==> src/rtl/sound_wave_regs.sv <==
// Wave channel (channel 3) CPU register block: NR30-NR34 and the 16-byte wave RAM.
// Optional feature: define SOUND_WAVE_RAM_LOCK_EN to redirect CPU wave RAM access
// to the byte the channel is currently playing while the channel is running.
module sound_wave_regs (
  input  logic        clk,
  input  logic        rst_n,
  input  logic [15:0] a,
  input  logic [7:0]  din,
  input  logic        wr,
  input  logic        rd,
  output logic [7:0]  dout,
  input  logic        apu_on,
  input  logic        chan_enable,
  input  logic [3:0]  wave_a,
  output logic [7:0]  wave_d,
  output logic        on,
  output logic [1:0]  volume,
  output logic [7:0]  length,
  output logic [10:0] frequency,
  output logic        single,
  output logic        start
);

  localparam int unsigned RAM_DEPTH = 16;
  localparam int unsigned DATA_W    = 8;

  localparam logic [15:0] ADDR_NR30 = 16'hFF1A;
  localparam logic [15:0] ADDR_NR31 = 16'hFF1B;
  localparam logic [15:0] ADDR_NR32 = 16'hFF1C;
  localparam logic [15:0] ADDR_NR33 = 16'hFF1D;
  localparam logic [15:0] ADDR_NR34 = 16'hFF1E;

  logic [DATA_W-1:0] ram [RAM_DEPTH];
  logic              sel_wave;
  logic              wave_lock;
  logic [3:0]        wave_idx;
  logic              trigger;
  logic [DATA_W-1:0] rd_data;

  assign sel_wave = (a[15:4] == 12'hFF3);

`ifdef SOUND_WAVE_RAM_LOCK_EN
  // While the channel plays, the CPU only reaches the byte being played
  assign wave_lock = on & chan_enable;
`else
  logic unused_chan_enable;
  assign unused_chan_enable = chan_enable;
  assign wave_lock          = 1'b0;
`endif

  assign wave_idx = wave_lock ? wave_a : a[3:0];

  // Channel-side wave RAM read port, write-through visible from the write edge
  assign wave_d = ram[wave_a];

  // A trigger only counts when the channel DAC is on and the APU is powered
  assign trigger = wr & (a == ADDR_NR34) & din[7] & on & apu_on;

  // CPU read data mux; unused bits read back as 1
  always_comb begin
    rd_data = 8'hFF;
    case (a)
      ADDR_NR30: rd_data = {on, 7'h7F};
      ADDR_NR31: rd_data = 8'hFF;
      ADDR_NR32: rd_data = {1'b1, volume, 5'h1F};
      ADDR_NR33: rd_data = 8'hFF;
      ADDR_NR34: rd_data = {1'b1, single, 6'h3F};
      default:   if (sel_wave) rd_data = ram[wave_idx];
    endcase
  end

  // NR30-NR34 state and trigger pulse; held cleared while the APU is off
  always_ff @(posedge clk or negedge rst_n) begin
    if (!rst_n) begin
      on        <= 1'b0;
      volume    <= 2'd0;
      length    <= 8'd0;
      frequency <= 11'd0;
      single    <= 1'b0;
      start     <= 1'b0;
    end else if (!apu_on) begin
      on        <= 1'b0;
      volume    <= 2'd0;
      length    <= 8'd0;
      frequency <= 11'd0;
      single    <= 1'b0;
      start     <= 1'b0;
    end else begin
      start <= trigger;
      if (wr) begin
        case (a)
          ADDR_NR30: on              <= din[7];
          ADDR_NR31: length          <= din;
          ADDR_NR32: volume          <= din[6:5];
          ADDR_NR33: frequency[7:0]  <= din;
          ADDR_NR34: begin
            frequency[10:8] <= din[2:0];
            single          <= din[6];
          end
          default: ;
        endcase
      end
    end
  end

  // Wave RAM CPU writes; accessible regardless of APU power
  always_ff @(posedge clk or negedge rst_n) begin
    if (!rst_n) begin
      for (int i = 0; i < int'(RAM_DEPTH); i++) ram[i] <= '0;
    end else if (wr && sel_wave) begin
      ram[wave_idx] <= din;
    end
  end

  // Registered read data; idle and write cycles return FF
  always_ff @(posedge clk or negedge rst_n) begin
    if (!rst_n) dout <= 8'hFF;
    else        dout <= (rd && !wr) ? rd_data : 8'hFF;
  end

endmodule

==> config.mk <==
export PLATFORM = sky130hd
export DESIGN_NAME = sound_wave_regs
export DESIGN_NICKNAME = d
export VERILOG_FILES = /design/src/rtl/sound_wave_regs.sv
export SDC_FILE = /design/constraint.sdc
export NUM_CORES = 1
export LEC_CHECK = 0
export ABC_AREA = 1
export CAP_MARGIN = 40
export CORE_MARGIN = 4
export CORE_UTILIZATION = 53
export CTS_CLUSTER_SIZE = 16
export DETAILED_ROUTE_END_ITERATION = 16
export HOLD_SLACK_MARGIN = 0.15
export PLACE_DENSITY_LB_ADDON = 0.15
export RECOVER_POWER = 100
export SETUP_SLACK_MARGIN = 0.2
export SYNTH_ARGS = -nofsm -noshare
export SYNTH_HDL_FRONTEND = slang
export SYNTH_SLANG_ARGS = --single-unit
==> constraint.sdc <==
create_clock -name clk -period 1.3 [get_ports clk]
set_input_delay 0.26 -clock clk [delete_from_list [all_inputs] [get_ports clk]]
set_output_delay 0.26 -clock clk [all_outputs]
set_load 0.05 [all_outputs]
==> out/metrics.cfg <==
[grt]
grt_max_degree=39
antenna_found_initial=4
grt_pass1_wl_mm=61.3
use_met2_pct=63.4
grt_pass1_vias=10851
busiest_layer=met2
grt_use_total_pct=40.2
use_met3_pct=11.2
gr-total-overflow=0
met1_usage_pct=48.9

[worst_setup_path]
cp-end-kind=primary output
critPathKind=flip-flop to primary output
r2r-start=ram[68]
required_ns=1.04
critPathMaxFanout=2
timing.rr.end=dout[4]
endpoint=wave_d[5]
reg2reg_setup_slack_ns=-0.43
cp-start-kind=flip-flop
arrival_ns=2.11
worst_r2r_path_depth=7
crit_path_start=ram[45]

[min_path]
hold_class=primary input to async pin

[clocking]
cts-htree-levels=4
clk_pin_slew_ns=0.07
cts_root_buf=clkbuf_16
cts_buffers=17
cts_tree=yes
clock_latency_ns=0.47
clockBufferDepth=2
clock-sinks=160

[synth]
synth_top_flop_cell=dfrtp_1
syn_area_per_cell_um2=7.82
synth_area_um2=9070
synth_fp_nets=1194
netlist_instances=1160
yosysWarnings=0
synth_edf_count=0
synthDistinctLibCells=29
ys_ff_latch=160
seq_area_frac_synth_pct=44.2
synth-async-reset-ratio_pct=100

[sta]
worstMarginPinSlew_ns=1.06
timing_hold_violations_final=0
fin_crit_ns=2.37
fmax_ghz=0.422
setup_viol=191
relSlewSlack_pct=28.9
finalClockSkew_ns=0.0144
finalCritPeriodShare_pct=182
setup_ws_ns=-1.07
rsz0062_at_grt=yes
slew_violations=0
hold_ws_ns=0.488

[floorplanning]
ioPinCount=74
start_util_pct=54.3
dieArea_um2=19300
die_h_um=139
fp-row-count=47
core_area_um2=16700
die_w_um=139

[pwr]
switchingPower_mw=3.77
intPower_mw=9.40
total_power_mw=13.2
powerDensity_nw_per_um2=857
switching_share_pct=28.6
peakVddDrop_mv=1.06
p_leak_nw=6.68
pwr-share-clk_pct=46.0
pwr-share-seq_pct=37.9
pwr-share-comb_pct=16.1

[routing]
drc=0
drtPass1Iterations=12
wire_per_inst_um=33.1
routed_wl_mm=55.6
drtIter0Drc=2758
vias=12388
vias_per_cell=7.38
ant_nets=0

[run_status]
violations=negative setup slack
outcome=complete, but fails checks

[finish]
fin_util_pct=92.0
syn_to_final_growth_pct=69.3
fin_area_um2=15400
fillers=494
fin_nets=1480
drive_gt1_share_pct=55.6
diodes=0

[run]
maxCapViolations=0

[place]
hpwl_mm=19.7
gp_congestion=0.952
place_ws_ns=-0.815
port_buffers=72
placed_cell_area_um2=11800

## layout make-up
class / instances / area, um^2 / area share, %
inverter: 120 / 485 / 3.16
clock buffer: 20 / 447 / 2.91
sequential: 160 / 4020 / 26.2
tap: 220 / 275 / 1.79
multi-input combinational: 831 / 6210 / 40.4
timing repair buffer: 316 / 3700 / 24.1
clock inverter: 12 / 226 / 1.47
## metrics by stage
stage,std cells,TNS (ns)
final,1679,-36.51
after global routing,1679,-42.21
after CTS,1631,-4.50
after detailed placement,1518,-119.40
after global placement,1518,-109.93
after floorplan,1160,-4.55
## critical path: stages, from the launching register on
cell and delay (ns):
dfrtp_1 0.42, o211ai_1 0.60, nand3_1 0.27, nand3_2 0.14
nand2_4 0.07, buf_12 0.15
## power groups by stage
| stage | clock [mW] | sequential, mW | combinational [mW] |
|---|---|---|---|
| finish | 6.05 | 5.00 | 2.12 |
| global route | 6.16 | 4.99 | 2.14 |
| CTS | 5.83 | 4.99 | 1.78 |
| detailed placement | 0 | 5.09 | 1.54 |
| global placement | 0 | 5.09 | 1.53 |
| floorplan | 0 | 5.10 | 0.757 |
## synth_stat cells (2+ instances only)
master    count  area, um^2
buf_6        15         169
o211ai_1     32         240
nand4_1       6        37.5
nand2_4      12         135
nor2_8        4        80.1
dfrtp_1     152        3800
nand3_2       2        20.0
dfstp_2       8         210
clkbuf_1     34         128
buf_2        10        50.1
o21ai_0      98         490
nand2_1     341        1280
nor2_1       58         218
inv_2         3        11.3
a21oi_1      36         180
o21ai_1      42         210
nor2_2        7        43.8
o21ai_2     100         876
inv_1       117         439
nand2_2       7        43.8
nand3_1      64         320
buf_1         5        18.8
## flip-flops by register name (all words and copies together), names as in the netlist
name and flops:
ram 128, frequency 11, dout 8, length 8, volume 2, on 1
single 1, start 1
## per-layer routing
metal | wire [um] | vias to the layer above
li1 | - | 4398
met4 | 7190 | 4
met3 | 9630 | 735
met5 | 21 | -
met1 | 16400 | 5655
met2 | 22300 | 1596
## how the worst min path moves through the flow
stage | startpoint | to | slack [ns] | depth (start not counted)
after floorplan | rst_n | frequency[0] | -0.04 | 0
after global placement | rst_n | ram[3] | 0.17 | 1
after detailed placement | rst_n | ram[3] | 0.17 | 1
after CTS | rst_n | ram[3] | 0.28 | 2
after global routing | ram[19] | ram[19] | 0.51 | 2
final | rst_n | ram[3] | 0.49 | 2
## cell families (layout without fill, tap and decap cells)
family                 Yosys count  in the layout  synth area share [%]
AO/OA/AOI/OAI                  310            310                  22.1
AND/OR/NAND/NOR                506            521                  24.6
buffers and inverters          184            468                  8.99
flip-flops                     160            160                  44.2
## layout by cell type, fill, tap and decap left out, types with 4 or more instances in the layout
cell type        count
clkbuf_2             6
o21ai_2            138
a21oi_2             27
nand2_2             73
nor2_8               4
nor2_4              18
clkdlybuf4s50_1     11
nand2_4             98
clkinvlp_4           4
dfrtp_2              4
buf_6               60
buf_8                5
dfrtp_1            148
o21ai_0             43
nand4_1              6
bufinv_16            6
nand2_8             30
o21ai_1             56
o211ai_1            32
nand3_2             27
a21oi_1              9
buf_4              143
clkbuf_16           18
inv_2               27
inv_6                6
dfstp_2              8
nand2_1            173
inv_1               87
buf_12              77
nand3_1             35
nor2_1              39
nor2_2              10
nand3_4              4
## timing repair
item                       CTS  global route
hold buffers                 1             0
setup buffers               65            44
hold endpoints to repair   154             0
cloned                      15             4
setup endpoints to repair  200           200
pin swaps                  111           108
gates resized for setup    310           266
Note: power is estimated with default switching activity, not from simulation.
